==> src/rtl/prog_counter_mod.sv <==
// Programmable up/down counter driven by a slow asynchronous count strobe.
// Every pin input passes through a SYNC_STAGES-deep synchroniser. Rising
// edges of the synchronised strobe and load inputs then drive counting and
// loading. The terminal value, step and wrap/saturate mode are programmable.
module prog_counter_mod #(
  parameter int WIDTH       = 8,
  parameter int STEP_W      = 4,
  parameter int SYNC_STAGES = 2
) (
  input  logic              clk,
  input  logic              rst,
  input  logic              enable,
  input  logic              clk_in,
  input  logic              load,
  input  logic              up_down,
  input  logic              saturate,
  input  logic [STEP_W-1:0] step,
  input  logic [WIDTH-1:0]  load_val,
  input  logic [WIDTH-1:0]  limit,
  output logic [WIDTH-1:0]  count,
  output logic              tc,
  output logic              at_zero,
  output logic              at_limit
);

  // All pins share one synchroniser chain. Each bit is still an independent
  // flop chain; the buses must be held quasi-static by the source.
  localparam int BUS_W = 5 + STEP_W + 2 * WIDTH;

  logic [BUS_W-1:0]                  pin_bus;
  logic [BUS_W-1:0]                  s_bus;
  logic [SYNC_STAGES-1:0][BUS_W-1:0] sync_q, sync_d;

  logic              s_enable, s_clk, s_load, s_up_down, s_saturate;
  logic [STEP_W-1:0] s_step;
  logic [WIDTH-1:0]  s_load_val, s_limit;

  logic              d_clk_q, d_clk_d;
  logic              d_load_q, d_load_d;
  logic              rise_clk, rise_load;

  logic [WIDTH-1:0]  count_q, count_d;
  logic              tc_q, tc_d;

  // Arithmetic is done one bit wider so that an up-count overflow past
  // the limit is visible even when limit is all-ones.
  logic [WIDTH:0]    step_ext;
  logic [WIDTH:0]    raw_up;

  assign pin_bus = {enable, clk_in, load, up_down, saturate, step, load_val, limit};
  assign s_bus   = sync_q[SYNC_STAGES-1];
  assign {s_enable, s_clk, s_load, s_up_down, s_saturate, s_step, s_load_val, s_limit} = s_bus;

  assign rise_clk  = s_clk & ~d_clk_q;
  assign rise_load = s_load & ~d_load_q;

  assign step_ext = {{(WIDTH + 1 - STEP_W){1'b0}}, s_step};
  assign raw_up   = {1'b0, count_q} + step_ext;

  // Synchroniser shift: stage 0 samples the pins, the last stage feeds the logic.
  always_comb begin
    sync_d    = sync_q;
    sync_d[0] = pin_bus;
    for (int i = 1; i < SYNC_STAGES; i++) begin
      sync_d[i] = sync_q[i-1];
    end
  end

  // Next count / terminal-count pulse. A load beats a simultaneous count
  // event. While disabled, edges are still consumed by the history flops.
  always_comb begin
    count_d  = count_q;
    tc_d     = 1'b0;
    d_clk_d  = s_clk;
    d_load_d = s_load;
    if (s_enable) begin
      if (rise_load) begin
        count_d = s_load_val;
      end else if (rise_clk && (s_step != '0)) begin
        if (s_up_down) begin
          if (raw_up > {1'b0, s_limit}) begin
            tc_d    = 1'b1;
            count_d = s_saturate ? s_limit : '0;
          end else begin
            count_d = raw_up[WIDTH-1:0];
          end
        end else begin
          if ({1'b0, count_q} < step_ext) begin
            tc_d    = 1'b1;
            count_d = s_saturate ? '0 : s_limit;
          end else begin
            count_d = count_q - step_ext[WIDTH-1:0];
          end
        end
      end
    end
  end

  // State registers with synchronous reset.
  always_ff @(posedge clk) begin
    if (rst) begin
      sync_q   <= '0;
      d_clk_q  <= 1'b0;
      d_load_q <= 1'b0;
      count_q  <= '0;
      tc_q     <= 1'b0;
    end else begin
      sync_q   <= sync_d;
      d_clk_q  <= d_clk_d;
      d_load_q <= d_load_d;
      count_q  <= count_d;
      tc_q     <= tc_d;
    end
  end

  assign count    = count_q;
  assign tc       = tc_q;
  assign at_zero  = (count_q == '0);
  assign at_limit = (count_q == s_limit);

endmodule

==> config.mk <==
export PLATFORM = sky130hd
export DESIGN_NAME = prog_counter_mod
export DESIGN_NICKNAME = d
export VERILOG_FILES = /design/src/rtl/prog_counter_mod.sv
export SDC_FILE = /design/constraint.sdc
export NUM_CORES = 1
export LEC_CHECK = 0
export BUFFER_PORTS_ARGS = -buffer_cell sky130_fd_sc_hd__buf_2
export CORE_UTILIZATION = 52
export DETAILED_ROUTE_END_ITERATION = 7
export GPL_ROUTABILITY_DRIVEN = 1
export MAX_ROUTING_LAYER = met4
export PLACE_DENSITY = 0.73
export SLEW_MARGIN = 25
export SYNTH_ARGS = -nofsm -noshare
export SYNTH_HDL_FRONTEND = slang
export SYNTH_SLANG_ARGS = --single-unit
export TNS_END_PERCENT = 1
==> constraint.sdc <==
create_clock -name clk -period 3.2 [get_ports clk]
set_clock_uncertainty 0.15 [all_clocks]
set_input_delay 0.32 -clock clk [delete_from_list [all_inputs] [get_ports clk]]
set_output_delay 0.32 -clock clk [all_outputs]
set_load 0.005 [all_outputs]
==> impl_metrics.py <==
metrics = {
    "run_status": {
        "status": "finished, violations left",
        "violations": "negative setup slack",
    },
    "job": {
        "cap_violations": 0,
    },
    "synthesis": {
        "synth_seq_cells": 61,
        "syn_area_um2": 3038,
        "synth.area.top_cells": "dfxtp_1 40%, nor2b_1 12%, ha_1 6.6%, xnor2_1 2.9%, a21oi_1 2.3%",
        "synth_cell_type_count": 57,
        "yosysWarnings": 0,
        "async_flop_share": 0,
        "synth-seq-area-share": 0.4020,
        "synthCells": 327,
        "synth-edff-count": 0,
        "synth_top_area_frac": 0.4020,
        "syn_avg_cell_area_um2": 9.290,
        "synthTopCellsByCount": "61 x dfxtp_1, 57 x nor2b_1, 16 x ha_1, 16 x inv_1, 15 x nor2_1",
        "synth_most_common_cell": "dfxtp_1",
        "synthFlopType": "dfxtp_1",
        "synth_area_leader_cell": "dfxtp_1",
        "syn-num-nets": 372,
    },
    "floorplanning": {
        "rows": 27,
        "start_util": 0.5450,
        "io_pins": 38,
        "fp.dieW_um": 78.44,
        "fp.dieH_um": 78.44,
        "coreArea_um2": 5574,
        "die-area_um2": 6152,
    },
    "clocking": {
        "numCtsBuffers": 9,
        "clk_path_buf_depth": 2,
        "cts_tree": "built",
        "cts_root_buffer": "clkbuf_8",
        "cts_max_level": 3,
        "insertion_delay_ns": 0.34,
        "hold_buffers": 0,
        "cts.reportedPaths.clkPinSlew_ns": 0.07,
        "cts.sinks": 61,
    },
    "finish": {
        "drive_above_1_share": 0.3136,
        "nets": 445,
        "area_delta_synth_final_pct": 27.27,
        "ff_latch_area_um2": 1231,
        "final_cells": 477,
        "fin_util": 0.6936,
        "diodes": 0,
        "fillCellCount": 447,
        "multi_input_area_um2": 1788,
    },
    "critical_path": {
        "cp-end-kind": "flip-flop",
        "worst-endpoint-arrival_ns": 3.29,
        "cp-start-kind": "flip-flop",
        "criticalPathCategory": "reg -> reg",
        "required_ns": 3.28,
        "cp_max_fo": 7,
    },
    "placement": {
        "hpwl_um": 5713,
        "io_buffer_count": 37,
        "pre_cts_ws_ns": -0.2564,
        "place_congestion": 1.006,
        "place_inst": 453,
    },
    "pwr": {
        "power_mw": 1.744,
        "comb_power_share": 0.134,
        "p_seq_frac": 0.463,
        "clkPwrFrac": 0.403,
        "powerDensity_nw_per_um2": 451.1,
        "swShare": 0.2621,
        "p_leak_nw": 1.679,
        "p_int_mw": 1.287,
        "p_sw_uw": 457.1,
        "vdd.ir_drop.worst_mv": 0.3843,
    },
    "global_routing": {
        "grt_max_degree": 59,
        "track_usage": 0.2805,
        "grt_pass1_vias": 2508,
        "grt_pass1_wl_um": 12450,
        "grt-ovfl-total": 0,
        "grt_antenna_before_repair": 0,
    },
    "timing": {
        "period_needed_ns": 3.207,
        "tightest_slew_ns": 0.6357,
        "setup_viol": 1,
        "timing.setup.tns_ns": -0.007030,
        "relSlewSlack": 0.5756,
        "min_period_over_period": 1.002,
        "rsz0062_at_grt": "yes",
        "setup_ws_ns": -0.007030,
        "hold_violations": 0,
        "fmax_mhz": 311.8,
        "slew_violations": 0,
    },
    "drt": {
        "drc": 0,
        "dr.pass1.iters": 5,
        "drt-initial-drc-count": 152,
        "routed_wl_um": 7891,
        "route.antenna.remaining_nets": 0,
        "vias": 2625,
        "viasPerCell": 5.503,
        "wl_per_cell_um": 16.54,
    },
    "worst_hold_path": {
        "hold_path_class": "in -> reg",
    },
}
[state kept, by name, indices dropped and copies added (netlist names)]
name	flops
s_bus	25
d_load_q	1
count	8
d_clk_q	1
sync_d	25
tc	1
[through the flow]
step | instance area, um^2 | hold slack (ns)
final | 3866 | 0.03246
after floorplan | 3038 | 0.2638
after global routing | 3866 | 0.02359
after global placement | 3478 | 0.2662
after CTS | 3771 | 0.02034
after detailed placement | 3478 | 0.2704
[metal layers]
metal	routed length [um]	track usage
met1	3493	0.3501
met2	3691	0.4263
met3	479	0.07442
met4	226	0.1241
met5	0	-
[worst paths after layout]
kind         startpoint         end  slack [ns]  depth (start not counted)
max           s_bus[16]    count[5]      -0.007                         12
max reg2reg   s_bus[16]    count[5]      -0.007                         12
min reg2reg  sync_d[26]    s_bus[1]        0.28                          1
min             up_down  sync_d[46]        0.03                          2
[what timing repair did]
action / CTS / global route
endpoints found under the hold margin: 0 / 0
pin swaps: 8 / 19
resized for setup: 13 / 17
buffers inserted: 6 / 2
setup endpoints to repair: 9 / 9
[power by group through the flow]
stage / combinational [mW] / sequential (mW) / clock [mW]
detailed placement: 0.213 / 0.824 / 0
finish: 0.234 / 0.807 / 0.703
global route: 0.254 / 0.810 / 0.754
CTS: 0.224 / 0.807 / 0.719
floorplan: 0.139 / 0.817 / 0
global placement: 0.212 / 0.823 / 0
[logic make-up (layout without fill, tap and decap cells)]
| kind of cell | count (synthesis) | after routing | share of synthesized area |
|---|---|---|---|
| adder cells (fa/ha/maj) | 18 | 18 | 0.07908 |
| XOR/XNOR | 15 | 15 | 0.04324 |
| multiplexers | 1 | 1 | 0.003295 |
| flip-flops | 61 | 61 | 0.4020 |
| buffers and inverters | 32 | 110 | 0.04571 |
| AO/OA/AOI/OAI | 79 | 79 | 0.1965 |
| AND/OR/NAND/NOR | 121 | 121 | 0.2302 |
[final cells by class]
type,count,share of cell area
clock buffers,10,0.03560
clock inverters,6,0.01812
multi-input cells,234,0.4625
well taps,72,0.02330
flip-flops and latches,61,0.3184
inverters,17,0.01650
repair buffers,77,0.1256
[critical path, stage by stage, from the launching register on]
cell and delay [ns]:
dfxtp_2 0.34, ha_4 0.17, fa_2 0.39, nand2b_4 0.11, a211oi_2 0.08, xor2_1 0.18
ha_1 0.34, nand4_1 0.12, or2_1 0.27, a32o_2 0.26, nor2_4 0.21, a311oi_1 0.12
o311ai_1 0.36
[placed cells by master (no fill, tap or decap), types with 7 or more instances in the layout]
master | synthesis | layout
a21oi_1 | 14 | 12
nand2_1 | 13 | 13
nor2b_1 | 57 | 56
nor2_1 | 15 | 14
inv_1 | 16 | 16
o21ai_0 | 9 | 7
dfxtp_1 | 61 | 55
a21o_1 | 7 | 7
xnor2_1 | 10 | 9
buf_4 | 2 | 40
buf_2 | 3 | 37
a31oi_1 | 8 | 8
clkbuf_8 | 0 | 10
ha_1 | 16 | 11
Power figures use the tool's default switching activity.
